--- config.mk ---
export PLATFORM = sky130hd
export DESIGN_NAME = demosaic_ctrl
export DESIGN_NICKNAME = d
export VERILOG_FILES = /design/src/rtl/demosaic_ctrl.sv
export SDC_FILE = /design/constraint.sdc
export NUM_CORES = 1
export LEC_CHECK = 0
export BUFFER_PORTS_ARGS = -buffer_cell sky130_fd_sc_hd__clkbuf_2
export CAP_MARGIN = 20
export CORE_AREA = 8 8 120 133
export CTS_CLUSTER_DIAMETER = 150
export DETAILED_ROUTE_END_ITERATION = 16
export DIE_AREA = 0 0 128 141
export HOLD_SLACK_MARGIN = 0.05
export REMOVE_ABC_BUFFERS = 1
export SLEW_MARGIN = 20
export SYNTH_ARGS = -nofsm -noshare
export SYNTH_HDL_FRONTEND = slang
export SYNTH_SLANG_ARGS = --single-unit
--- constraint.sdc ---
create_clock -name clk -period 2.5 [get_ports clk]
set_clock_uncertainty 0.2 [all_clocks]
set_input_delay 0.5 -clock clk [delete_from_list [all_inputs] [get_ports clk]]
set_output_delay 0.5 -clock clk [all_outputs]
set_load 0.05 [all_outputs]
--- src/rtl/demosaic_ctrl.sv ---
// Bayer demosaic sequencing controller.
// Tracks frame/line/pixel position of an incoming raster, reports the
// RGGB-cell site of each pixel one cycle after it is accepted (matching the
// window-alignment latency of the demosaic datapath), and flags geometry faults.
//
// Ports
//   clk, rst_n                 clock, asynchronous active-low reset
//   cfg_enable                 run request
//   cfg_pattern                Bayer pattern: 00 RGGB, 01 GRBG, 10 GBRG, 11 BGGR
//   cfg_width, cfg_height      active pixels per line, lines per frame
//   in_vsync, in_de            source frame sync and pixel valid
//   ph_vld, phase              pixel valid and site: 00 R, 01 Gr, 10 Gb, 11 B
//   pix_x, pix_y               coordinates of the reported pixel
//   busy                       high while a frame is being tracked
//   frame_done                 one-cycle pulse per completed frame
//   err_line, err_short        sticky: wrong line length / frame cut short by vsync
//   cfg_err                    sticky: latched geometry below 2x2
//   frame_cnt                  completed frames, wrapping
//
// state      | meaning
// -----------+-------------------------------------------------------------
// S_IDLE     | not enabled; inputs ignored
// S_WAIT     | enabled, waiting for a vsync rising edge to latch config
// S_ACTIVE   | tracking pixels/lines of the current frame

module demosaic_ctrl #(
   parameter int CW  = 12,
   parameter int FCW = 16
) (
   input  logic           clk,
   input  logic           rst_n,
   input  logic           cfg_enable,
   input  logic [1:0]     cfg_pattern,
   input  logic [CW-1:0]  cfg_width,
   input  logic [CW-1:0]  cfg_height,
   input  logic           in_vsync,
   input  logic           in_de,
   output logic           ph_vld,
   output logic [1:0]     phase,
   output logic [CW-1:0]  pix_x,
   output logic [CW-1:0]  pix_y,
   output logic           busy,
   output logic           frame_done,
   output logic           err_line,
   output logic           err_short,
   output logic           cfg_err,
   output logic [FCW-1:0] frame_cnt
);

   typedef enum logic [1:0] {
      S_IDLE   = 2'd0,
      S_WAIT   = 2'd1,
      S_ACTIVE = 2'd2
   } state_t;

   state_t         state_q, state_d;
   logic           vs_q, vs_d;
   logic           de_q, de_d;
   logic [1:0]     pat_q, pat_d;
   logic [CW-1:0]  w_q, w_d;
   logic [CW-1:0]  h_q, h_d;
   logic [CW-1:0]  x_q, x_d;
   logic [CW-1:0]  y_q, y_d;
   logic           ph_vld_q, ph_vld_d;
   logic [1:0]     phase_q, phase_d;
   logic [CW-1:0]  pix_x_q, pix_x_d;
   logic [CW-1:0]  pix_y_q, pix_y_d;
   logic           frame_done_q, frame_done_d;
   logic [FCW-1:0] frame_cnt_q, frame_cnt_d;
   logic           err_line_q, err_line_d;
   logic           err_short_q, err_short_d;
   logic           cfg_err_q, cfg_err_d;

   logic           vs_rise;
   logic           cfg_bad;
   logic           line_end;
   logic           last_line;
   logic           start;
   logic [CW-1:0]  x_sat;

   assign vs_rise   = in_vsync & ~vs_q;
   assign cfg_bad   = (cfg_width < CW'(2)) || (cfg_height < CW'(2));
   assign line_end  = (state_q == S_ACTIVE) && de_q && !in_de;
   assign last_line = line_end && ((y_q + CW'(1)) == h_q);
   // x_q counts accepted pixels up to width; the reported coordinate stops at width-1
   assign x_sat     = (x_q < w_q) ? x_q : (w_q - CW'(1));

   always_comb begin
      state_d      = state_q;
      vs_d         = in_vsync;
      de_d         = 1'b0;
      pat_d        = pat_q;
      w_d          = w_q;
      h_d          = h_q;
      x_d          = x_q;
      y_d          = y_q;
      ph_vld_d     = 1'b0;
      phase_d      = 2'b00;
      pix_x_d      = '0;
      pix_y_d      = '0;
      frame_done_d = 1'b0;
      frame_cnt_d  = frame_cnt_q;
      err_line_d   = err_line_q;
      err_short_d  = err_short_q;
      cfg_err_d    = cfg_err_q;
      start        = 1'b0;

      case (state_q)
         S_IDLE: begin
            if (cfg_enable) begin
               state_d     = S_WAIT;
               err_line_d  = 1'b0;
               err_short_d = 1'b0;
               cfg_err_d   = 1'b0;
            end
         end
         S_WAIT: begin
            if (!cfg_enable) begin
               state_d = S_IDLE;
            end else if (vs_rise) begin
               start = 1'b1;
            end
         end
         S_ACTIVE: begin
            de_d = in_de;
            if (in_de) begin
               ph_vld_d = 1'b1;
               pix_x_d  = x_sat;
               pix_y_d  = y_q;
               phase_d  = {y_q[0] ^ pat_q[1], x_sat[0] ^ pat_q[0]};
               if (x_q < w_q) begin
                  x_d = x_q + CW'(1);
               end else begin
                  err_line_d = 1'b1;
               end
            end
            if (line_end) begin
               x_d = '0;
               y_d = y_q + CW'(1);
               if (x_q != w_q) begin
                  err_line_d = 1'b1;
               end
            end
            if (last_line) begin
               frame_done_d = 1'b1;
               frame_cnt_d  = frame_cnt_q + FCW'(1);
               y_d          = '0;
               if (!cfg_enable) begin
                  state_d = S_IDLE;
               end else if (vs_rise) begin
                  start = 1'b1;
               end else begin
                  state_d = S_WAIT;
               end
            end else if (vs_rise) begin
               // new frame began before this one finished
               err_short_d = 1'b1;
               x_d         = '0;
               y_d         = '0;
               if (cfg_enable) begin
                  start = 1'b1;
               end else begin
                  state_d = S_IDLE;
               end
            end
         end
         default: state_d = S_IDLE;
      endcase

      if (start) begin
         pat_d = cfg_pattern;
         w_d   = cfg_width;
         h_d   = cfg_height;
         x_d   = '0;
         y_d   = '0;
         de_d  = 1'b0;
         if (cfg_bad) begin
            cfg_err_d = 1'b1;
            state_d   = S_WAIT;
         end else begin
            state_d = S_ACTIVE;
         end
      end
   end

   always_ff @(posedge clk or negedge rst_n) begin
      if (!rst_n) begin
         state_q      <= S_IDLE;
         vs_q         <= 1'b0;
         de_q         <= 1'b0;
         pat_q        <= 2'b00;
         w_q          <= '0;
         h_q          <= '0;
         x_q          <= '0;
         y_q          <= '0;
         ph_vld_q     <= 1'b0;
         phase_q      <= 2'b00;
         pix_x_q      <= '0;
         pix_y_q      <= '0;
         frame_done_q <= 1'b0;
         frame_cnt_q  <= '0;
         err_line_q   <= 1'b0;
         err_short_q  <= 1'b0;
         cfg_err_q    <= 1'b0;
      end else begin
         state_q      <= state_d;
         vs_q         <= vs_d;
         de_q         <= de_d;
         pat_q        <= pat_d;
         w_q          <= w_d;
         h_q          <= h_d;
         x_q          <= x_d;
         y_q          <= y_d;
         ph_vld_q     <= ph_vld_d;
         phase_q      <= phase_d;
         pix_x_q      <= pix_x_d;
         pix_y_q      <= pix_y_d;
         frame_done_q <= frame_done_d;
         frame_cnt_q  <= frame_cnt_d;
         err_line_q   <= err_line_d;
         err_short_q  <= err_short_d;
         cfg_err_q    <= cfg_err_d;
      end
   end

   assign ph_vld     = ph_vld_q;
   assign phase      = phase_q;
   assign pix_x      = pix_x_q;
   assign pix_y      = pix_y_q;
   assign busy       = (state_q == S_ACTIVE);
   assign frame_done = frame_done_q;
   assign frame_cnt  = frame_cnt_q;
   assign err_line   = err_line_q;
   assign err_short  = err_short_q;
   assign cfg_err    = cfg_err_q;

endmodule
==> results of run 1 <==
-- cells by family (layout without fill, tap and decap cells) --
| group | count (synthesis) | after routing |
|---|---|---|
| multiplexers | 5 | 5 |
| XOR/XNOR | 41 | 41 |
| AO/OA/AOI/OAI | 110 | 110 |
| AND/OR/NAND/NOR | 233 | 233 |
| adder cells (fa/ha/maj) | 20 | 20 |
| buffers and inverters | 54 | 250 |
| flip-flops | 101 | 101 |
-- Yosys cell counts (all sizes together) (9+ instances only) --
cell / n / area, um^2
xnor2: 35 / 307
o21ai: 28 / 140
and3: 17 / 106
buf: 9 / 56.3
dfrtp: 101 / 2530
nor3: 12 / 82.6
nand3: 25 / 178
nand2: 80 / 300
a211oi: 12 / 90.1
inv: 27 / 101
nand4: 19 / 119
ha: 20 / 250
nor2: 39 / 146
clkbuf: 18 / 67.6
a21oi: 20 / 108
-- worst min-delay path, delay by kind of cell --
family / cells / cell delay (ps)
buffers and inverters: 1 / 70
AND/OR/NAND/NOR: 2 / 80
-- power by group through the flow --
stage          Sequential, mW  Combinational [mW]  Clock (mW)
6_report                 2.16                2.60        1.42
3_3_place_gp             2.15                2.02           0
4_1_cts                  2.15                2.34        1.46
2_1_floorplan            2.23                1.13           0
3_5_place_dp             2.17                2.08           0
5_1_grt                  2.19                2.85        1.52
-- state kept, by name, indices dropped and copies added, names as in the netlist --
register	cells
frame_cnt	16
h_q	12
pix_x	12
pix_y	12
w_q	12
x_q	12
y_q	12
pat_q	2
phase	2
state_q	2
cfg_err	1
de_q	1
err_line	1
err_short	1
frame_done	1
ph_vld	1
vs_q	1
-- area by class of cell --
cell class,count,area [um^2]
timing repair buffer,207,1490
sequential,101,2530
inverter,27,101
multi-input combinational,409,3120
fill,1204,5850
tap,188,235
clock buffer,9,225
clock inverter,7,72.6
-- through the flow --
stage | utilization [%] | setup slack (ps) | TNS, ps
after floorplan | - | -829 | -27080
after global placement | 49.0 | -212 | -5120
after detailed placement | 49.0 | -321 | -6640
after CTS | 53.9 | -135 | -2630
after global routing | 57.1 | -258 | -7680
final | 57.1 | -167 | -3890
-- repair_timing --
item / in CTS / in global routing
hold buffers: 1 / 0
gates resized for setup: 45 / 75
cloned: 2 / 2
pin swaps: 31 / 45
endpoints found under the hold margin: 41 / 0
setup endpoints to repair: 41 / 57
buffers inserted: 17 / 13
-- per-layer routing --
| metal | wire, um | part of all wire, % | up-vias |
|---|---|---|---|
| li1 | - | - | 2395 |
| met1 | 7360 | 45 | 2427 |
| met2 | 7680 | 47 | 149 |
| met3 | 819 | 5.0 | 35 |
| met4 | 439 | 2.7 | 0 |
| met5 | 0 | 0 | - |
-- how the worst max path moves through the flow --
stage | from | end | slack, ps | depth (start not counted)
after floorplan | state_q[0] | frame_cnt[13] | -830 | 9
after global placement | w_q[1] | x_q[9] | -210 | 9
after detailed placement | w_q[1] | x_q[9] | -320 | 9
after CTS | y_q[3] | frame_cnt[4] | -130 | 11
after global routing | state_q[1] | state_q[1] | -260 | 10
final | state_q[1] | x_q[11] | -170 | 9
==> results.py, run 1 <==
metrics = {
    "status": {
        "run_status": "finished with violations",
        "violated_checks": "setup timing",
    },
    "sta": {
        "max_freq_mhz": 375,
        "report.final.setup_viol": 42,
        "hold_fails_final_rpt": 0,
        "worst_slew_pin_slew_ps": 711,
        "whs_ps": 132,
        "grt_setup_unrepaired": "yes",
        "drv_slew": 0,
        "max_slew_margin_pct": 52.5,
        "fin_crit_period_ps": 2670,
        "finalWorstSetupSlack_ps": -167,
        "period_share_pct": 107,
    },
    "clock_network": {
        "clock-root-buffer": "sky130_fd_sc_hd__clkbuf_16",
        "cts-buffers-inserted": 9,
        "numClockSinks": 101,
        "clk_latency_ps": 360,
        "h-tree-depth": 3,
        "clk_pin_slew_ps": 70,
        "clockBufferDepth": 2,
        "tritoncts_clock_tree": "yes",
    },
    "synthesis": {
        "yosys-mux-area-fraction_pct": 0.950,
        "xor_xnor_portion_of_the_synthesized_cell_area_pct": 6.65,
        "compound_gate_portion_of_the_synthesized_area_pct": 13.7,
        "synth-edff-count": 0,
        "post_synth_fa_ha_maj_area_fraction_pct": 4.63,
        "postSynthRegisterBits": 101,
        "synth_cell_type_count": 59,
        "ys_warn_count": 0,
        "postSynthCellCount": 564,
        "synth_area_per_cell_um2": 9.57,
        "synth_sequential_area_ratio_pct": 46.8,
        "ys_dominant_reg_cell": "sky130_fd_sc_hd__dfrtp_1",
        "postSynth.asyncResetShare_pct": 100,
        "synth_simple_gate_area_share_pct": 23.1,
        "total_standard_cell_area_after_synthesis_mm2": 0.00540,
        "dominant_combinational_cell_family_by_area_after_synthesis": "simple AND/OR/NAND/NOR gates",
    },
    "global_routing": {
        "top_usage_layer": "met2",
        "antenna_found_initial": 0,
        "met2_usage_pct": 28.0,
        "gr_met3_demand_resource_pct": 3.17,
        "globalRouteOverflowTotal": 0,
        "grt.total_usage_pct": 17.8,
        "grt_max_degree": 44,
        "grt_pass1_vias": 5050,
        "grt_met1_usage_pct": 23.1,
        "global_route_wire_length_before_repair_mm": 25.5,
    },
    "die": {
        "design.portCount": 79,
        "die_height_um": 141,
        "coreArea_mm2": 0.0136,
        "core.rowCount": 45,
        "die_area_mm2": 0.0180,
        "floorplan.initialDensity_pct": 39.6,
        "die_w_um": 128,
    },
    "place": {
        "place.gp.congestion": 0.893,
        "io_buffers": 78,
        "postPlaceCellArea_mm2": 0.00668,
        "dp_cells": 900,
        "detailedPlacementHpwl_mm": 11.1,
    },
    "power_and_ir_drop": {
        "internal_power_mw": 3.97,
        "clock_power_share_pct": 23.0,
        "power.switching_mw": 2.21,
        "total_leakage_power_nw": 3.76,
        "power.density_cell_area_mw_per_mm2": 795,
        "switching_part_of_the_total_pct": 35.7,
        "ir_worst_vdd_mv": 0.395,
        "power_frac_seq_pct": 34.9,
        "p_comb_share_pct": 42.1,
        "finalPower_mw": 6.18,
    },
    "worst_setup_path": {
        "worstPathCellList": "inv_2 > ha_4 > nand4b_4 > nand2b_4 > and3_4 > nand4_1 > or4_4 > or3_4 > a21oi_2",
        "critPathMaxFanout": 8,
        "worstSetupPathType": "register to register",
        "worst_path_max_delay_cell": "sky130_fd_sc_hd__or4_4",
        "critical_path.max_stage_delay_ps": 610,
        "regToRegEndpoint": "x_q[11]",
        "setup.reg_to_reg.worst_slack_ps": -170,
        "timing.critical_path.max_delay_family": "simple AND/OR/NAND/NOR gates",
        "start_kind": "register",
        "rr_worst_depth": 9,
        "timing.critical_path.arrival_ps": 2750,
        "worstPathBufferInverterCount": 1,
        "worstReg2RegStart": "state_q[1]",
        "critical_path.endpoint_type": "register",
        "critical_path_required_ps": 2590,
    },
    "detailed_routing": {
        "via_count": 5006,
        "drt_drc_violations_left": 0,
        "drt-total-wl_mm": 16.3,
        "drt_iter0_markers": 226,
        "detailedRoute.firstPassIterationCount": 5,
        "per_cell_via_count_in_the_routed_design": 5.28,
        "avgRoutedWirePerCell_um": 17.2,
        "drtAntennaViolNets": 0,
    },
    "layout": {
        "antenna_cells_inserted": 0,
        "post_route_cells_drive_above_1_share_pct": 40.5,
        "layout.cells.most_common_list": "sky130_fd_sc_hd__buf_4 (106), sky130_fd_sc_hd__dfrtp_1 (100), sky130_fd_sc_hd__nand2_1 (78), sky130_fd_sc_hd__clkbuf_2 (76), sky130_fd_sc_hd__nor2_1 (37)",
        "design.final.nets": 806,
        "layoutNonFillerInstCount": 948,
        "final_common_cell": "sky130_fd_sc_hd__buf_4",
        "post_route_cell_area_mm2": 0.00778,
        "layout-area-overhead-vs-synth_pct": 44.0,
    },
    "hold_path": {
        "timing.hold.worst.class": "primary input to register",
        "timing.hold.worst.start": "cfg_pattern[0]",
        "hold_path_end": "pat_q[0]",
        "min_delay_path_depth": 3,
    },
    "run": {
        "cap_violations": 0,
    },
}
Power figures use the tool's default switching activity.
==> run 2: changes to the inputs <==
--- a/config.mk
+++ b/config.mk
@@ -8,6 +8,7 @@
 export BUFFER_PORTS_ARGS = -buffer_cell sky130_fd_sc_hd__clkbuf_2
 export CAP_MARGIN = 20
 export CORE_AREA = 8 8 120 133
+export CTS_BUF_LIST = sky130_fd_sc_hd__clkbuf_2
 export CTS_CLUSTER_DIAMETER = 150
 export DETAILED_ROUTE_END_ITERATION = 16
 export DIE_AREA = 0 0 128 141
==> constraint.sdc (replaced) <==
create_clock -name clk -period 3.1 [get_ports clk]
set_clock_uncertainty 0.2 [all_clocks]
set_input_delay 0.62 -clock clk [delete_from_list [all_inputs] [get_ports clk]]
set_output_delay 0.62 -clock clk [all_outputs]
set_load 0.05 [all_outputs]
==> results.py, run 2 (synthesis gave the netlist of run 1 again) <==
metrics = {
    "global_routing": {
        "antenna_found_initial": 1,
        "grt_met1_usage_pct": 21.6,
        "grt_pass1_vias": 4631,
        "top_usage_layer": "met2",
        "grt.total_usage_pct": 16.0,
        "globalRouteOverflowTotal": 0,
        "grt_max_degree": 38,
        "gr_met3_demand_resource_pct": 2.87,
        "met2_usage_pct": 25.0,
        "global_route_wire_length_before_repair_mm": 23.3,
    },
    "place": {
        "place.gp.congestion": 0.884,
        "dp_cells": 828,
        "detailedPlacementHpwl_mm": 10.4,
        "post-place-ws_ps": 183,
        "io_buffers": 78,
        "postPlaceCellArea_mm2": 0.00609,
    },
    "worst_setup_path": {
        "critical_path_required_ps": 3420,
        "worstPathBufferInverterCount": 0,
        "critical_path.max_stage_delay_ps": 660,
        "setup.reg_to_reg.worst_slack_ps": 170,
        "rr_worst_depth": 8,
        "regToRegEndpoint": "x_q[11]",
        "timing.critical_path.max_delay_family": "simple AND/OR/NAND/NOR gates",
        "worst_path_max_delay_cell": "sky130_fd_sc_hd__or4_1",
        "worstPathCellList": "ha_1 > nor2b_1 > o21a_1 > o21a_1 > o21a_1 > or4_1 > or3_1 > a21oi_1",
        "critical_path.endpoint_type": "register",
        "worstReg2RegStart": "x_q[1]",
        "critPathMaxFanout": 8,
        "timing.critical_path.arrival_ps": 3250,
        "start_kind": "register",
        "worstSetupPathType": "register to register",
        "cp_common_cell": "sky130_fd_sc_hd__o21a_1",
    },
    "sta": {
        "worst_slew_pin_slew_ps": 648,
        "fin_crit_period_ps": 2930,
        "grt_setup_unrepaired": "no",
        "finalWorstSetupSlack_ps": 166,
        "report.final.setup_viol": 0,
        "drv_slew": 0,
        "period_share_pct": 94.6,
        "max_freq_mhz": 341,
        "max_slew_margin_pct": 56.7,
        "hold_fails_final_rpt": 0,
        "whs_ps": 252,
    },
    "layout": {
        "fillCellCount": 1344,
        "post_route_cell_area_mm2": 0.00645,
        "design.final.nets": 730,
        "final_common_cell": "sky130_fd_sc_hd__dfrtp_1",
        "layout.cells.most_common_list": "sky130_fd_sc_hd__dfrtp_1 (101), sky130_fd_sc_hd__clkbuf_2 (89), sky130_fd_sc_hd__nand2_1 (80), sky130_fd_sc_hd__nor2_1 (39), sky130_fd_sc_hd__xnor2_1 (35)",
        "post_route_cells_drive_above_1_share_pct": 20.1,
        "layoutNonFillerInstCount": 872,
        "largest_register_ffs": 16,
        "layout-area-overhead-vs-synth_pct": 19.4,
    },
    "run": {
        "cap_violations": 0,
    },
    "die": {
        "coreArea_mm2": 0.0136,
        "die_w_um": 128,
        "die_height_um": 141,
        "die_area_mm2": 0.0180,
        "core.rowCount": 45,
        "floorplan.initialDensity_pct": 39.6,
        "design.portCount": 79,
    },
    "clock_network": {
        "h-tree-depth": 3,
        "cts-buffers-inserted": 9,
        "clockBufferDepth": 2,
        "clk_latency_ps": 570,
        "numClockSinks": 101,
        "clock-root-buffer": "sky130_fd_sc_hd__clkbuf_2",
        "clk_pin_slew_ps": 240,
        "tritoncts_clock_tree": "yes",
    },
    "detailed_routing": {
        "drt_drc_violations_left": 0,
        "detailedRoute.firstPassIterationCount": 6,
        "drtAntennaViolNets": 0,
        "drt-total-wl_mm": 13.9,
        "drt_iter0_markers": 278,
        "per_cell_via_count_in_the_routed_design": 5.26,
        "avgRoutedWirePerCell_um": 16.0,
        "via_count": 4587,
    },
    "power_and_ir_drop": {
        "p_comb_share_pct": 36.4,
        "power.density_cell_area_mw_per_mm2": 565,
        "switching_part_of_the_total_pct": 39.0,
        "clock_power_share_pct": 14.3,
        "power.switching_mw": 1.42,
        "internal_power_mw": 2.22,
        "power_frac_seq_pct": 49.3,
        "total_leakage_power_nw": 3.12,
        "ir_worst_vdd_mv": 0.249,
    },
    "hold_path": {
        "min_delay_path_depth": 3,
        "hold_path_end": "cfg_err",
        "timing.hold.worst.class": "primary input to register",
        "timing.hold.worst.start": "cfg_enable",
    },
    "status": {
        "run_status": "finished clean",
    },
}
run 2: final cells by class:
cell class / count / area (um^2) / area share [%]
Timing Repair Buffer: 131 / 861 / 13.3
Inverter: 27 / 101 / 1.57
Sequential cell: 101 / 2530 / 39.2
Clock inverter: 3 / 13.8 / 0.213
Clock buffer: 12 / 60.1 / 0.931
Tap cell: 188 / 235 / 3.65
Multi-Input combinational cell: 409 / 2650 / 41.1
Antenna cell: 1 / 2.50 / 0.0388
run 2: worst max-delay path by stage:
stage	startpoint	to	cells past startpoint	slack, ps
2_1_floorplan	state_q[0]	frame_cnt[13]	9	-230
3_3_place_gp	y_q[1]	y_q[7]	8	270
3_5_place_dp	y_q[1]	y_q[6]	9	180
4_1_cts	y_q[1]	y_q[6]	9	130
5_1_grt	x_q[1]	x_q[11]	8	20
6_report	x_q[1]	x_q[11]	8	170
run 2: stage by stage:
step                      setup TNS, ps  utilization (%)  total power [mW]
after floorplan                   -4530                -              2.71
after global placement                0             44.7              3.08
after detailed placement              0             44.7              3.12
after CTS                             0             47.3              3.69
after global routing                  0             47.3              3.93
final                                 0             47.3              3.64
run 2: what timing repair did:
item / 4_1_cts / 5_1_grt
hold buffers: 28 / 0
gates resized for setup: 0 / 1
setup buffers: 0 / 0
hold endpoints to repair: 61 / 0
setup endpoints to repair: 0 / 7
run 2: power groups by stage:
| stage | Sequential [mW] | Clock [mW] | Combinational (mW) |
|---|---|---|---|
| 5_1_grt | 1.83 | 0.596 | 1.50 |
| 6_report | 1.79 | 0.521 | 1.32 |
| 2_1_floorplan | 1.80 | 0 | 0.915 |
| 4_1_cts | 1.79 | 0.561 | 1.33 |
| 3_3_place_gp | 1.81 | 0 | 1.27 |
| 3_5_place_dp | 1.82 | 0 | 1.30 |
run 2: layer usage:
metal	vias up	part of all wire (%)
met1	2237	48
met2	109	46
li1	2227	-
met5	-	0
met4	0	1.2
met3	14	4.7
run 2: worst reg2reg max path, delay by kind of cell (launching register included):
kind                     cells  cell delay [ps]
adder cells (fa/ha/maj)      1              310
flip-flops                   1              480
AND/OR/NAND/NOR              3             1180
AO/OA/AOI/OAI                4              690
==> run 3: changes to the inputs <==
--- a/config.mk
+++ b/config.mk
@@ -7,14 +7,16 @@
 export LEC_CHECK = 0
 export BUFFER_PORTS_ARGS = -buffer_cell sky130_fd_sc_hd__clkbuf_2
 export CAP_MARGIN = 20
-export CORE_AREA = 8 8 120 133
+export CORE_AREA = 8 8 100 111
 export CTS_BUF_LIST = sky130_fd_sc_hd__clkbuf_2
 export CTS_CLUSTER_DIAMETER = 150
 export DETAILED_ROUTE_END_ITERATION = 16
-export DIE_AREA = 0 0 128 141
+export DIE_AREA = 0 0 108 119
 export HOLD_SLACK_MARGIN = 0.05
+export PLACE_DENSITY = 0.82
 export REMOVE_ABC_BUFFERS = 1
 export SLEW_MARGIN = 20
 export SYNTH_ARGS = -nofsm -noshare
 export SYNTH_HDL_FRONTEND = slang
 export SYNTH_SLANG_ARGS = --single-unit
+export TNS_END_PERCENT = 20
==> results.py, run 3 (synthesis gave the netlist of run 1 again) <==
metrics = {
    "sta": {
        "fin_crit_period_ps": 2980,
        "grt_setup_unrepaired": "no",
        "max_freq_mhz": 336,
        "report.final.setup_viol": 0,
        "hold_fails_final_rpt": 0,
        "whs_ps": 80.2,
        "max_slew_margin_pct": 36.5,
        "finalWorstSetupSlack_ps": 124,
        "drv_slew": 0,
        "period_share_pct": 96.0,
        "worst_slew_pin_slew_ps": 950,
        "totalNegativeSetupSlack_ps": 0,
    },
    "die": {
        "coreArea_mm2": 0.00921,
        "floorplan.initialDensity_pct": 58.6,
        "die_w_um": 108,
        "die_area_mm2": 0.0129,
        "design.portCount": 79,
        "core.rowCount": 37,
        "die_height_um": 119,
    },
    "place": {
        "postPlaceCellArea_mm2": 0.00596,
        "dp_cells": 750,
        "io_buffers": 78,
        "post-place-ws_ps": -94.6,
        "detailedPlacementHpwl_mm": 9.93,
        "place.gp.congestion": 0.935,
    },
    "clock_network": {
        "clock-root-buffer": "sky130_fd_sc_hd__clkbuf_2",
        "numClockSinks": 101,
        "clockBufferDepth": 2,
        "clk_latency_ps": 570,
        "h-tree-depth": 3,
        "cts-buffers-inserted": 9,
        "post_cts.repair.setup_buffers": 0,
        "clk_pin_slew_ps": 240,
        "tritoncts_clock_tree": "yes",
    },
    "worst_setup_path": {
        "timing.critical_path.max_delay_family": "compound AO/OA/AOI/OAI gates",
        "regToRegEndpoint": "state_q[0]",
        "critical_path.endpoint_type": "register",
        "worstPathBufferInverterCount": 0,
        "worstReg2RegStart": "y_q[1]",
        "timing.critical_path.arrival_ps": 3290,
        "worstSetupPathType": "register to register",
        "setup.reg_to_reg.worst_slack_ps": 120,
        "worst_path_max_delay_cell": "sky130_fd_sc_hd__dfrtp_1",
        "critical_path.max_stage_delay_ps": 510,
        "worstPathCellList": "ha_1 > and2_1 > or4_1 > o221ai_1 > a21oi_4 > o31a_4 > a21oi_2 > mux2i_1",
        "rr_worst_depth": 8,
        "critical_path_required_ps": 3410,
        "critPathMaxFanout": 14,
        "start_kind": "register",
    },
    "power_and_ir_drop": {
        "switching_part_of_the_total_pct": 39.1,
        "ir_worst_vdd_mv": 0.391,
        "internal_power_mw": 2.29,
        "power.switching_mw": 1.47,
        "total_leakage_power_nw": 3.12,
        "p_comb_share_pct": 36.3,
        "power.density_cell_area_mw_per_mm2": 592,
        "clock_power_share_pct": 15.9,
        "power_frac_seq_pct": 47.8,
        "finalPower_mw": 3.76,
    },
    "detailed_routing": {
        "drt_drc_violations_left": 0,
        "avgRoutedWirePerCell_um": 17.4,
        "detailedRoute.firstPassIterationCount": 5,
        "drt_iter0_markers": 357,
        "drtAntennaViolNets": 0,
        "via_count": 4715,
        "drt-total-wl_mm": 13.8,
        "per_cell_via_count_in_the_routed_design": 5.95,
    },
    "layout": {
        "layout-area-overhead-vs-synth_pct": 17.7,
        "design.final.nets": 721,
        "layout.cells.most_common_list": "sky130_fd_sc_hd__dfrtp_1 (101), sky130_fd_sc_hd__clkbuf_2 (87), sky130_fd_sc_hd__nand2_1 (79), sky130_fd_sc_hd__nor2_1 (39), sky130_fd_sc_hd__xnor2_1 (35)",
        "final_core_util_pct": 69.0,
        "layoutNonFillerInstCount": 793,
        "largest_register_ffs": 16,
        "final_common_cell": "sky130_fd_sc_hd__dfrtp_1",
        "post_route_cell_area_mm2": 0.00635,
        "post_route_cells_drive_above_1_share_pct": 19.4,
    },
    "global_routing": {
        "globalRouteOverflowTotal": 0,
        "met2_usage_pct": 34.0,
        "grt.total_usage_pct": 22.1,
        "grt_max_degree": 45,
        "grt_pass1_vias": 4661,
        "global_route_wire_length_before_repair_mm": 23.1,
        "top_usage_layer": "met2",
        "antenna_found_initial": 1,
        "gr_met3_demand_resource_pct": 3.72,
        "grt_met1_usage_pct": 29.7,
    },
    "hold_path": {
        "hold_path_end": "w_q[1]",
        "timing.hold.worst.start": "cfg_width[1]",
        "min_delay_path_depth": 3,
        "timing.hold.worst.class": "primary input to register",
    },
    "run": {
        "cap_violations": 0,
    },
    "status": {
        "run_status": "finished clean",
    },
}
-- run 3: cell count changes in the layout (fill, tap and decap cells not counted), sizes merged --
cell / change
buf: -7
bufinv: +1
clkbuf: -2
clkinv: +1
clkinvlp: +1
dlygate4sd3: -2
-- run 3: worst max-delay path by stage --
stage / to / startpoint / slack, ps / depth (start not counted)
after floorplan: frame_cnt[13] / state_q[0] / -230 / 9
after global placement: y_q[0] / y_q[1] / 50 / 8
after detailed placement: y_q[7] / y_q[1] / -90 / 8
after CTS: y_q[0] / y_q[1] / 60 / 8
after global routing: state_q[0] / y_q[1] / 9 / 8
final: state_q[0] / y_q[1] / 120 / 8
-- run 3: power by group through the flow --
stage / clock, mW / combinational (mW) / sequential, mW
final: 0.599 / 1.37 / 1.80
after global routing: 0.676 / 1.52 / 1.83
after CTS: 0.615 / 1.33 / 1.79
after detailed placement: 0 / 1.30 / 1.82
after global placement: 0 / 1.23 / 1.80
after floorplan: 0 / 0.915 / 1.80
-- run 3: repair_timing --
| action | 4_1_cts | 5_1_grt |
|---|---|---|
| gates resized for setup | 1 | 5 |
| pin swaps | 0 | 2 |
| hold buffers | 25 | 1 |
| endpoints found under the hold margin | 66 | 1 |
| setup endpoints to repair | 7 | 14 |
| gates cloned | 0 | 0 |
-- run 3: area by class of cell --
type	count	area, um^2
diodes	1	2.50
flip-flops and latches	101	2530
multi-input cells	409	2670
repair buffers	122	801
clock buffers	10	50.0
fillers	715	2860
well taps	117	146
inverters	27	101
clock inverters	6	53.8
-- run 3: routing by layer --
metal | wire length [um] | vias to the layer above | part of all wire, %
li1 | - | 2214 | -
met1 | 6060 | 2285 | 44
met2 | 6470 | 191 | 47
met3 | 980 | 25 | 7.1
met4 | 313 | 0 | 2.3
met5 | 0 | - | 0
-- run 3: worst min-delay path, stage by stage --
cell and delay, ps:
sky130_fd_sc_hd__clkbuf_2 100, sky130_fd_sc_hd__nand2_1 40, sky130_fd_sc_hd__o21ai_0 70
